### config.mk
export PLATFORM = sky130hd
export DESIGN_NAME = lcd_text_frame_driver
export DESIGN_NICKNAME = d
export VERILOG_FILES = /design/src/rtl/lcd_text_frame_driver.sv
export SDC_FILE = /design/constraint.sdc
export NUM_CORES = 1
export LEC_CHECK = 0
export BUFFER_PORTS_ARGS = -buffer_cell sky130_fd_sc_hd__buf_2
export CORE_MARGIN = 5
export CORE_UTILIZATION = 65
export DETAILED_ROUTE_END_ITERATION = 10
export GPL_ROUTABILITY_DRIVEN = 0
export PLACE_DENSITY_LB_ADDON = 0.15
export SETUP_SLACK_MARGIN = 0.05
export SKIP_CTS_REPAIR_TIMING = 1
export SYNTH_ARGS = -nofsm -noshare
export SYNTH_HDL_FRONTEND = slang
export SYNTH_SLANG_ARGS = --single-unit
### constraint.sdc
create_clock -name clk -period 23.6 [get_ports clk]
set_clock_uncertainty 0.1 [all_clocks]
set_input_delay 5.9 -clock clk [delete_from_list [all_inputs] [get_ports clk]]
set_output_delay 5.9 -clock clk [all_outputs]
set_load 0.005 [all_outputs]
### src/rtl/lcd_text_frame_driver.sv
// HD44780 character-LCD driver with an on-chip ROWSxCOLS text buffer.
// Runs power-up init, then streams only rows that the host has marked dirty.
module lcd_text_frame_driver #(
   parameter int CLK_HZ     = 100_000_000,
   parameter int ROWS       = 2,
   parameter int COLS       = 16,
   parameter int BUS4       = 0,
   parameter int E_CYC      = 50,
   parameter int T_CMD_US   = 50,
   parameter int T_CLR_US   = 2000,
   parameter int T_PWRUP_MS = 40
) (
   input  logic       clk,
   input  logic       reset,
   input  logic       wr_en,
   input  logic [1:0] wr_row,
   input  logic [4:0] wr_col,
   input  logic [7:0] wr_char,
   input  logic       refresh_req,
   output logic       busy,
   output logic       lcd_e,
   output logic       lcd_rs,
   output logic       lcd_rw,
   output logic [7:0] lcd_data
);

   localparam int TICK     = (CLK_HZ / 1_000_000 < 1) ? 1 : CLK_HZ / 1_000_000;
   localparam int PWRUP_US = T_PWRUP_MS * 1000;
   localparam int WAIT_A   = (PWRUP_US > T_CLR_US) ? PWRUP_US : T_CLR_US;
   localparam int WAIT_MAX = (WAIT_A > T_CMD_US) ? WAIT_A : T_CMD_US;
   localparam int WAIT_W   = $clog2(WAIT_MAX + 1);
   localparam int PRE_W    = $clog2(TICK + 1);
   localparam int CYC_W    = $clog2(E_CYC + 1);
   localparam int CELLS    = ROWS * COLS;

   localparam logic [PRE_W-1:0] PRE_LOAD = PRE_W'(TICK - 1);
   localparam logic [CYC_W-1:0] CYC_LOAD = CYC_W'(E_CYC - 1);
   localparam logic [2:0]       ROWS_L   = 3'(ROWS);
   localparam logic [4:0]       COLS_L   = 5'(COLS);

   localparam logic [2:0] ST_PWRUP   = 3'd0;
   localparam logic [2:0] ST_INIT    = 3'd1;
   localparam logic [2:0] ST_IDLE    = 3'd2;
   localparam logic [2:0] ST_ROWADDR = 3'd3;
   localparam logic [2:0] ST_ROWDATA = 3'd4;

   localparam logic [2:0] PH_OFF   = 3'd0;
   localparam logic [2:0] PH_SETUP = 3'd1;
   localparam logic [2:0] PH_EHIGH = 3'd2;
   localparam logic [2:0] PH_HOLD  = 3'd3;
   localparam logic [2:0] PH_WAIT  = 3'd4;

   if (!(ROWS == 1 || ROWS == 2 || ROWS == 4)) begin : g_bad_rows
      $error("lcd_text_frame_driver: ROWS must be 1, 2 or 4");
   end
   if (COLS < 1 || COLS > 20) begin : g_bad_cols
      $error("lcd_text_frame_driver: COLS must be in 1..20");
   end

   logic [2:0]        state_reg, state_next;
   logic [2:0]        phase_reg;
   logic [2:0]        step_reg, step_next;
   logic [4:0]        col_reg, col_next;
   logic [1:0]        row_reg, row_next;
   logic [ROWS-1:0]   dirty_reg, dirty_next;
   logic [CYC_W-1:0]  cyc_reg;
   logic [PRE_W-1:0]  pre_reg;
   logic [WAIT_W-1:0] wait_reg;
   logic [7:0]        tx_reg;
   logic              hi_nib_reg, single_reg, long_reg;

   logic              launch, l_rs, l_long, l_single, pick, set_all;
   logic [7:0]        l_byte, rd_char;
   logic [1:0]        low_row;
   logic              wr_ok;
   logic [6:0]        wr_idx, rd_idx;
   logic [7:0]        char_mem [CELLS];

   function automatic logic [7:0] row_addr(input logic [1:0] r);
      case (r)
         2'd0:    return 8'h80;
         2'd1:    return 8'hC0;
         2'd2:    return 8'h94;
         default: return 8'hD4;
      endcase
   endfunction

   function automatic logic [7:0] init_cmd(input logic [2:0] s);
      case (s)
         3'd0:    return (BUS4 != 0) ? 8'h28 : 8'h38;
         3'd1:    return 8'h08;
         3'd2:    return 8'h01;
         3'd3:    return 8'h06;
         default: return 8'h0C;
      endcase
   endfunction

   assign wr_ok  = wr_en && ({1'b0, wr_row} < ROWS_L) && (wr_col < COLS_L);
   assign wr_idx = 7'(wr_row) * 7'(COLS) + 7'(wr_col);
   assign rd_idx = 7'(row_reg) * 7'(COLS) + 7'(col_reg);
   assign busy   = !(state_reg == ST_IDLE && dirty_reg == '0);
   assign lcd_rw = 1'b0;

   // Buffer cells reset to ASCII space so a fresh display shows blanks.
   for (genvar gi = 0; gi < CELLS; gi++) begin : g_cell
      logic [7:0] cell_reg;
      always_ff @(posedge clk or posedge reset) begin
         if (reset)
            cell_reg <= 8'h20;
         else if (wr_ok && wr_idx == 7'(gi))
            cell_reg <= wr_char;
      end
      assign char_mem[gi] = cell_reg;
   end

   always_comb begin
      rd_char = 8'h20;
      for (int i = 0; i < CELLS; i++)
         if (rd_idx == 7'(i)) rd_char = char_mem[i];
   end

   always_comb begin
      low_row = 2'd0;
      for (int i = ROWS - 1; i >= 0; i--)
         if (dirty_reg[i]) low_row = 2'(i);
   end

   // Sequencer: decides the next bus transfer whenever the byte engine is free.
   always_comb begin
      state_next = state_reg;
      step_next  = step_reg;
      col_next   = col_reg;
      row_next   = row_reg;
      launch     = 1'b0;
      l_byte     = 8'h00;
      l_rs       = 1'b0;
      l_long     = 1'b0;
      l_single   = 1'b0;
      pick       = 1'b0;
      set_all    = 1'b0;
      if (phase_reg == PH_OFF) begin
         case (state_reg)
            ST_PWRUP: begin
               if (BUS4 != 0 && step_reg < 3'd4) begin
                  launch    = 1'b1;
                  l_single  = 1'b1;
                  l_long    = 1'b1;
                  l_byte    = (step_reg == 3'd3) ? 8'h20 : 8'h30;
                  step_next = step_reg + 1'b1;
               end else begin
                  state_next = ST_INIT;
                  step_next  = 3'd0;
               end
            end
            ST_INIT: begin
               if (step_reg < 3'd5) begin
                  launch    = 1'b1;
                  l_byte    = init_cmd(step_reg);
                  l_long    = (step_reg == 3'd2);
                  step_next = step_reg + 1'b1;
               end else begin
                  state_next = ST_IDLE;
                  set_all    = 1'b1;
               end
            end
            ST_IDLE: begin
               if (dirty_reg != '0) begin
                  pick       = 1'b1;
                  row_next   = low_row;
                  launch     = 1'b1;
                  l_byte     = row_addr(low_row);
                  state_next = ST_ROWADDR;
               end
            end
            ST_ROWADDR: begin
               state_next = ST_ROWDATA;
               col_next   = 5'd0;
            end
            ST_ROWDATA: begin
               if (col_reg < COLS_L) begin
                  launch   = 1'b1;
                  l_rs     = 1'b1;
                  l_byte   = rd_char;
                  col_next = col_reg + 1'b1;
               end else begin
                  state_next = ST_IDLE;
               end
            end
            default: state_next = ST_PWRUP;
         endcase
      end
   end

   // Clear-on-pick comes first so a same-cycle host write re-dirties the row.
   always_comb begin
      dirty_next = dirty_reg;
      for (int i = 0; i < ROWS; i++) begin
         if (pick && low_row == 2'(i)) dirty_next[i] = 1'b0;
         if (set_all || refresh_req) dirty_next[i] = 1'b1;
         if (wr_ok && wr_row == 2'(i)) dirty_next[i] = 1'b1;
      end
   end

   always_ff @(posedge clk or posedge reset) begin
      if (reset) begin
         state_reg  <= ST_PWRUP;
         phase_reg  <= PH_WAIT;
         wait_reg   <= WAIT_W'(PWRUP_US);
         pre_reg    <= PRE_LOAD;
         cyc_reg    <= '0;
         step_reg   <= 3'd0;
         col_reg    <= 5'd0;
         row_reg    <= 2'd0;
         dirty_reg  <= '0;
         tx_reg     <= 8'h00;
         hi_nib_reg <= 1'b0;
         single_reg <= 1'b0;
         long_reg   <= 1'b0;
         lcd_e      <= 1'b0;
         lcd_rs     <= 1'b0;
         lcd_data   <= 8'h00;
      end else begin
         state_reg <= state_next;
         step_reg  <= step_next;
         col_reg   <= col_next;
         row_reg   <= row_next;
         dirty_reg <= dirty_next;
         case (phase_reg)
            PH_OFF: begin
               if (launch) begin
                  phase_reg  <= PH_SETUP;
                  cyc_reg    <= CYC_LOAD;
                  tx_reg     <= l_byte;
                  lcd_rs     <= l_rs;
                  lcd_data   <= (BUS4 != 0) ? {l_byte[7:4], 4'h0} : l_byte;
                  hi_nib_reg <= 1'b1;
                  single_reg <= l_single;
                  long_reg   <= l_long;
               end
            end
            PH_SETUP: begin
               if (cyc_reg == '0) begin
                  phase_reg <= PH_EHIGH;
                  lcd_e     <= 1'b1;
                  cyc_reg   <= CYC_LOAD;
               end else begin
                  cyc_reg <= cyc_reg - 1'b1;
               end
            end
            PH_EHIGH: begin
               if (cyc_reg == '0) begin
                  phase_reg <= PH_HOLD;
                  lcd_e     <= 1'b0;
                  cyc_reg   <= CYC_LOAD;
               end else begin
                  cyc_reg <= cyc_reg - 1'b1;
               end
            end
            PH_HOLD: begin
               if (cyc_reg != '0) begin
                  cyc_reg <= cyc_reg - 1'b1;
               end else if (BUS4 != 0 && hi_nib_reg && !single_reg) begin
                  phase_reg  <= PH_SETUP;
                  lcd_data   <= {tx_reg[3:0], 4'h0};
                  hi_nib_reg <= 1'b0;
                  cyc_reg    <= CYC_LOAD;
               end else begin
                  phase_reg <= PH_WAIT;
                  wait_reg  <= long_reg ? WAIT_W'(T_CLR_US) : WAIT_W'(T_CMD_US);
                  pre_reg   <= PRE_LOAD;
               end
            end
            PH_WAIT: begin
               if (pre_reg == '0) begin
                  pre_reg <= PRE_LOAD;
                  if (wait_reg <= WAIT_W'(1))
                     phase_reg <= PH_OFF;
                  else
                     wait_reg <= wait_reg - 1'b1;
               end else begin
                  pre_reg <= pre_reg - 1'b1;
               end
            end
            default: phase_reg <= PH_OFF;
         endcase
      end
   end

endmodule

# Yosys cells after proc, flatten, opt, wreduce, memory -nomap -nowiden
# Cells that the tools add are included.
# word_totals
ff_bits	314
in_bits	19
output_inout_bits	12
# op_classes
addsub	7
n_lt_le_gt_ge	5
eq_ne	89
muxes	89
reduce_logical	71
# op_table
op	count
8-bit 2-to-1 mux	34
7-bit by 5-bit == test with 1-bit output (second input constant)	32
7-bit by 4-bit == test with 1-bit output (second input constant)	16
7-bit by 3-bit == test with 1-bit output (second input constant)	8
16-bit 2-to-1 mux	3
1-bit logical AND	39
16-bit one-hot mux with 2 select lines	1
3-bit 2-to-1 mux	10
3-bit one-hot mux with 5 select lines	2
7-bit by 2-bit == test with 1-bit output (second input constant)	4
6-bit 2-to-1 mux	4
2-bit != test (second input constant)	12
6-bit one-hot mux with 4 select lines	1
8-bit one-hot mux with 3 select lines	1
7-bit zero test	3
1-bit 2-to-1 mux	21
7-bit one-hot mux with 3 select lines	1
3-bit by 2-bit == test with 1-bit output (second input constant)	6
6-bit one-hot mux with 3 select lines	1
16-bit by 1-bit <= comparator with 1-bit output (second input constant)	1
16-bit by 1-bit subtractor with 16-bit output (second input constant)	1
3-bit AND reduction	5
6-bit by 5-bit adder with 7-bit output	2
7-bit by 1-bit == test with 1-bit output (second input constant)	2
33 further kinds	51

# Depth between registers and ports, before layout
# Gate-level depths: netlist (run 1).
# depth
ltp_word	36
depth_mapped	13
mapped_depth_nobuf	9

# Worst setup path before layout (run 1)
# Ideal clock, no wire load.
# synth_path
path_type	input -> register
startpoint	input wr_row[0]
endpoint	register g_cell[3].cell_reg[0]
arrival_time_ps	7892
setup_slack_ps	15484
stages	7
path_cell_list	ha_1 > ha_1 > or4_1 > nor3_1 > and3_1 > buf_2 > mux2_2
# synth_via
elab_chain_cells	4
# synth_lines
item	line_no	rtl
start, declared	16	input logic [1:0] wr_row,
parallel branches: the longest is 3 deep, another holds 6-bit by 5-bit adder with 7-bit output	n/a	
1-bit logical AND *	110	else if (wr_ok && wr_idx == 7'(gi))
end signal, assigned	111	cell_reg <= wr_char;
end, declared	106	logic [7:0] cell_reg;
# Every way passes the cells marked *.
# A chain may end at the register's enable or synchronous reset.

# Final worst setup path (run 1)
# layout_path
startpoint	input wr_row[0]
endpoint	register g_cell[3].cell_reg[3]
# Same word-level chain as after synthesis.

==> run metrics, run 1 <==
worst hold stages 2; CORE AREA 0.0251 mm²; CP Class in -> reg; FMAX 121 MHz; most frequent cells in the layout dfrtp_1, mux2_2, nor2_1; crit-path max cell delay 0.73 ns; Final Power 0.00118 W; TritonCTS Buffers 35; port bufs 29; Leakage 8.11 nW; CTS sink cnt 313; Ports 31; vias per std cell 7.10; GR Layer Usage met2 52.8%; Reg2Reg Capture Point lcd_data[5]; Slew Limit Headroom 15.1%; Clock Root Buffer clkbuf_16; P&R area growth vs syn 8.35%; share of layout cells above drive strength 1 27.3%; Final WS setup 15.31 ns; reg2reg setup slack 18.87 ns; worst vdd ir 0.0651 mV; reg2reg start col_reg[1]; status complete, no violations; CP required 23.90 ns; Iteration-0 DRC Markers 1778; Power Dens Cells 65.8 mW/mm²; Worst Hold Path EP lcd_rs; DRT Pass-1 Iters 8; Syn Inst Count 1565; ANT nets after route 0; critical-path cell list buf_2 > ha_1 > ha_1 > or4_1 > nor3_1 > and3_1 > mux2_2; final wirelength 49.8 mm; max-slew violations 0; Syn Nets 1600; max reg flops 256; Final Hold Viols 0; Syn. warnings 0; Worst setup SP type input pin; CTS Buffer Depth 3; sequential share of the synthesized area 47.6%; # nets final 1583; pre-CTS WS 14.91 ns; CTS tree built; vias in the first global route 13354; All-Layer GR Usage 34.5%; Total Neg Setup Slack 0 ns; Worst Path Max Fanout 8; clock-pin slew on the worst setup and hold paths 0.06 ns; Filler Cell Count 1837; most prevalent standard cell on the critical path ha_1; initial antenna violation count 0; period utilisation layout 35.1%; Die Y 170 µm; Critical-path top delay cell or4_1; final setup vio count 0; Max Cap Viol 0; DRC viols 0; H-tree levels 2; worst min path class reg -> reg; Hold WS 0.376 ns; worst endpoint data arrival time 8.59 ns; die width 170 µm; Core Util, Final 71.4%; FF+latch count, synth 313; global route overflow 0; Post-synth ARST share 100%; clock latency on the worst-skew pair 0.52 ns; most common cell after layout, fill and taps aside dfrtp_1; global route hottest layer met2; GR Util met3 8.48%; DR vias 13523; Worst setup EP type flip-flop; Avg WL per Cell 26.1 µm; path depth of the worst reg2reg path 9; worst-margin pin slew 1.24 ns; row cnt 58; prevailing post-synth register cell dfrtp_1; RSZ-0062 raised after global routing false; HPWL Detailed 32.0 mm; GR Layer Usage met1 46.1%; post-synthesis cell type count 93; CP startpoint wr_row[0]; syn_area_per_cell 10.6 µm²; first-pass GRT wire length 77.3 mm; die area 0.0288 mm²; hold wc startpoint lcd_rs; post-layout minimum cycle time 8.29 ns; Post-Syn Area 0.0165 mm²; Initial Util 65.9%; largest net degree at the start of global routing 95; Post-synth EDFFs 0
metrics by stage:
step                area [µm²]  cells
finish                   17900   1905
floorplan                16500   1565
detailed placement       16800   1841
CTS                      17900   1904
global route             17900   1904
global placement         16800   1841
cells in the mapped netlist (all sizes together) (7+ instances only):
master | count | area, µm²
nand2 | 120 | 453
buf | 45 | 263
a22oi | 11 | 82.6
a2111oi | 9 | 78.8
a21oi | 82 | 410
nor2 | 131 | 510
nor2b | 14 | 87.6
a211oi | 7 | 52.6
o21a | 13 | 97.6
and3 | 10 | 62.6
a31oi | 22 | 144
nand4b | 8 | 91.3
nand3 | 31 | 155
and4b | 7 | 70.1
inv | 31 | 116
clkbuf | 57 | 214
mux2 | 253 | 2850
or3 | 9 | 56.3
nor3 | 46 | 280
o211ai | 9 | 67.6
ha | 16 | 200
o22ai | 34 | 213
dfrtp | 271 | 6780
nand2b | 20 | 125
dfstp | 42 | 1100
o31ai | 8 | 60.1
nand4 | 15 | 93.8
o221ai | 15 | 131
a221oi | 13 | 138
o21ai | 87 | 435
layout make-up:
class / count / area (µm²) / area share [%]
clock inverter: 8 / 97.6 / 0.544
antenna: 1 / 2.50 / 0.0140
tap: 330 / 413 / 2.30
multi-input combinational: 1118 / 8070 / 45.0
inverter: 32 / 128 / 0.712
sequential: 313 / 7890 / 44.0
clock buffer: 55 / 1040 / 5.82
timing repair buffer: 48 / 288 / 1.60
worst max-delay path: cells and delay by family:
kind	cells	cell delay, ns
buf+inv	1	0.12
fa+ha+maj	2	0.55
mux	1	0.40
simple gates	3	1.61
report_power, final:
| group | leakage (nW) | switching [W] | total, W | internal (W) |
|---|---|---|---|---|
| sequential | 4.12 | 0.0000145 | 0.000577 | 0.000562 |
| clock | 0.548 | 0.000221 | 0.000547 | 0.000326 |
| combinational | 3.44 | 0.0000344 | 0.0000566 | 0.0000222 |
| total | 8.11 | 0.000270 | 0.00118 | 0.000911 |
how the worst max path moves through the flow:
stage                                   to  slack, ns  depth (start not counted)
global route        g_cell[10].cell_reg[0]      15.27                          4
detailed placement   g_cell[3].cell_reg[4]      14.91                          7
CTS                  g_cell[3].cell_reg[3]      15.38                          7
global placement     g_cell[3].cell_reg[1]      14.93                          7
finish               g_cell[3].cell_reg[3]      15.31                          7
floorplan                       col_reg[0]       9.01                          1
kinds of logic after synthesis:
logic type / synth area share [%]
AND/OR/NAND/NOR: 14.5
other: 0.0227
buffers and inverters: 3.61
XOR/XNOR: 0.476
multiplexers: 17.4
adder cells (fa/ha/maj): 1.21
flip-flops: 47.6
AO/OA/AOI/OAI: 15.1
per-layer routing:
metal	vias to the layer above	wire length, µm	part of all wire (%)
li1	5754	-	-
met1	6656	19200	39
met2	875	22200	45
met3	238	5410	11
met4	0	3000	6.0
met5	-	0	0
(Power assumes the default switching activity.)
==> run 2, diff against run 1 <==
Settings changed: CORE_UTILIZATION 65 to 57.
Clock period 23.6 ns to 6.7 ns, I/O delays scaled along.
==> run 2 against run 1 <==
  * Highest routed layer is now met5
  * Sequential share of layout area down 0.11 points
  * Largest cell class unchanged
  * Critical path depth up 1
  * Critical endpoint is now lcd_data[5]
  * Register-to-register slack worse by 17 ns
  * Non-clock buffer count up 8
  * Largest power group unchanged
  * Flip-flop and latch count unchanged
  * Via count down 1.2%
  * Critical path type is now reg -> reg
  * Global-route usage down 3.7 points
==> run metrics, run 2 (synthesis results as in run 1) <==
H-tree levels 2 (unchanged); CP required 7.05 ns (-16.85 ns); vias in the first global route 13386 (+0.24%); Max Cap Viol 0 (unchanged); max reg flops 256 (unchanged); Final Hold Viols 0 (unchanged); cell family with most CP delay compound AO/OA/AOI/OAI gates; CORE AREA 0.0287 mm² (+14%); post-layout minimum cycle time 4.42 ns; HPWL Detailed 33.9 mm (+5.7%); TritonCTS Buffers 35 (unchanged); largest net degree at the start of global routing 160 (+68%); Worst setup EP type flip-flop; CTS tree built; DRT Pass-1 Iters 6 (-2); global route overflow 0 (unchanged); CP Class reg -> reg; final wirelength 50.8 mm (+2.2%); Worst setup SP type flip-flop; Power Dens Cells 224 mW/mm² (+240%); clock-pin slew on the worst setup and hold paths 0.05 ns (about the same); # diodes 0 (-1); worst-margin pin slew 1.13 ns (-0.115 ns); first-pass GRT wire length 79.4 mm (+2.6%); Die Y 180 µm (+6.4%); dpl cells 1902 (+3.3%); CTS sink cnt 313 (unchanged); crit-path max cell delay 0.99 ns (+0.26 ns); initial antenna violation count 1 (+1); FMAX 226 MHz; share of layout cells above drive strength 1 27.4% (+0.13 points); worst vdd ir 0.236 mV (+260%); DR vias 13363 (-1.2%); P&R area growth vs syn 8.62%; max-slew violations 0 (unchanged); All-Layer GR Usage 30.8% (-3.7 points); most common cell after layout, fill and taps aside dfrtp_1; row cnt 62 (+6.9%); most prevalent standard cell on the critical path a2111oi_0; die width 180 µm (+6.4%); Clock Root Buffer clkbuf_16; vias per std cell 6.80 (-4.2%); worst endpoint data arrival time 4.77 ns (-3.82 ns); Post-Layout Cell Count 1965 (+3.1%); ANT nets after route 0 (unchanged); DRC viols 0 (unchanged); Avg WL per Cell 25.9 µm (-0.95%); most frequent cells in the layout dfrtp_1, mux2_2, nor2_1; period utilisation layout 65.9%; reg2reg setup slack 2.28 ns (-16.59 ns); # nets final 1591 (+0.51%); Slew Limit Headroom 23.0% (+7.9 points); Iteration-0 DRC Markers 1616 (-9.1%); Total Neg Setup Slack 0 ns (unchanged); clock latency on the worst-skew pair 0.53 ns (about the same); Final Power 0.00402 W (+240%); Worst Path Max Fanout 30 (+22); Hold WS 0.373 ns (-0.00302 ns); Leakage 8.11 nW (about the same); critical-path cell list buf_4 > and4b_1 > nand2_1 > o22ai_1 > a2111oi_0 > o21ai_1 > a2111oi_0 > o31a_1; Initial Util 57.7% (-8.3 points); worst min path class reg -> reg; Critical-path top delay cell a2111oi_0; Ports 31 (unchanged); final setup vio count 0 (unchanged); status complete, no violations; RSZ-0062 raised after global routing false; CP Buf/Inv Count 1 (unchanged); port bufs 29 (unchanged); CTS Buffer Depth 3 (unchanged); die area 0.0325 mm² (+13%)
[run 2: power by group]
part | switching (W) | leakage, nW | total, W | internal [W]
logic | 0.000122 | 3.48 | 0.000202 | 0.0000791
registers | 0.0000500 | 4.12 | 0.00203 | 0.00198
clock network | 0.000767 | 0.504 | 0.00179 | 0.00102
total | 0.000940 | 8.11 | 0.00402 | 0.00308
[run 2: final timing paths]
kind | startpoint | endpoint | depth (start not counted)
max | col_reg[2] | lcd_data[5] | 8
min | lcd_rs | lcd_rs | 2
max reg2reg | col_reg[2] | lcd_data[5] | 8
min reg2reg | lcd_rs | lcd_rs | 2
max in group asynchronous | reset | g_cell[10].cell_reg[6] | 3
min in group asynchronous | reset | state_reg[1] | 3
[run 2: metrics by stage]
stage	cell area (µm²)	utilization, %	setup WS [ns]
after floorplan	16600	-	0.790
after global placement	16900	59.0	2.25
after detailed placement	16900	59.0	2.20
after CTS	18000	62.6	2.47
after global routing	18000	62.6	2.45
final	18000	62.6	2.28
[run 2: area by class of cell]
class	instances	area, µm²
clock inverter	7	48.8
clock buffer	55	991
tap	384	480
fill	2337	10700
timing repair buffer	56	370
inverter	32	124
sequential	313	7890
multi-input combinational	1118	8070
[run 2: per-layer routing]
metal	routed length, µm	track usage [%]
met3	4770	7.71
met5	14	0
met1	20700	41.6
met2	23100	48.1
met4	2290	12.3
[run 2: worst min-delay path: stages, from the launching register on]
cell and delay [ns]:
dfrtp_1 0.34, nand2_1 0.05, nand2_1 0.05
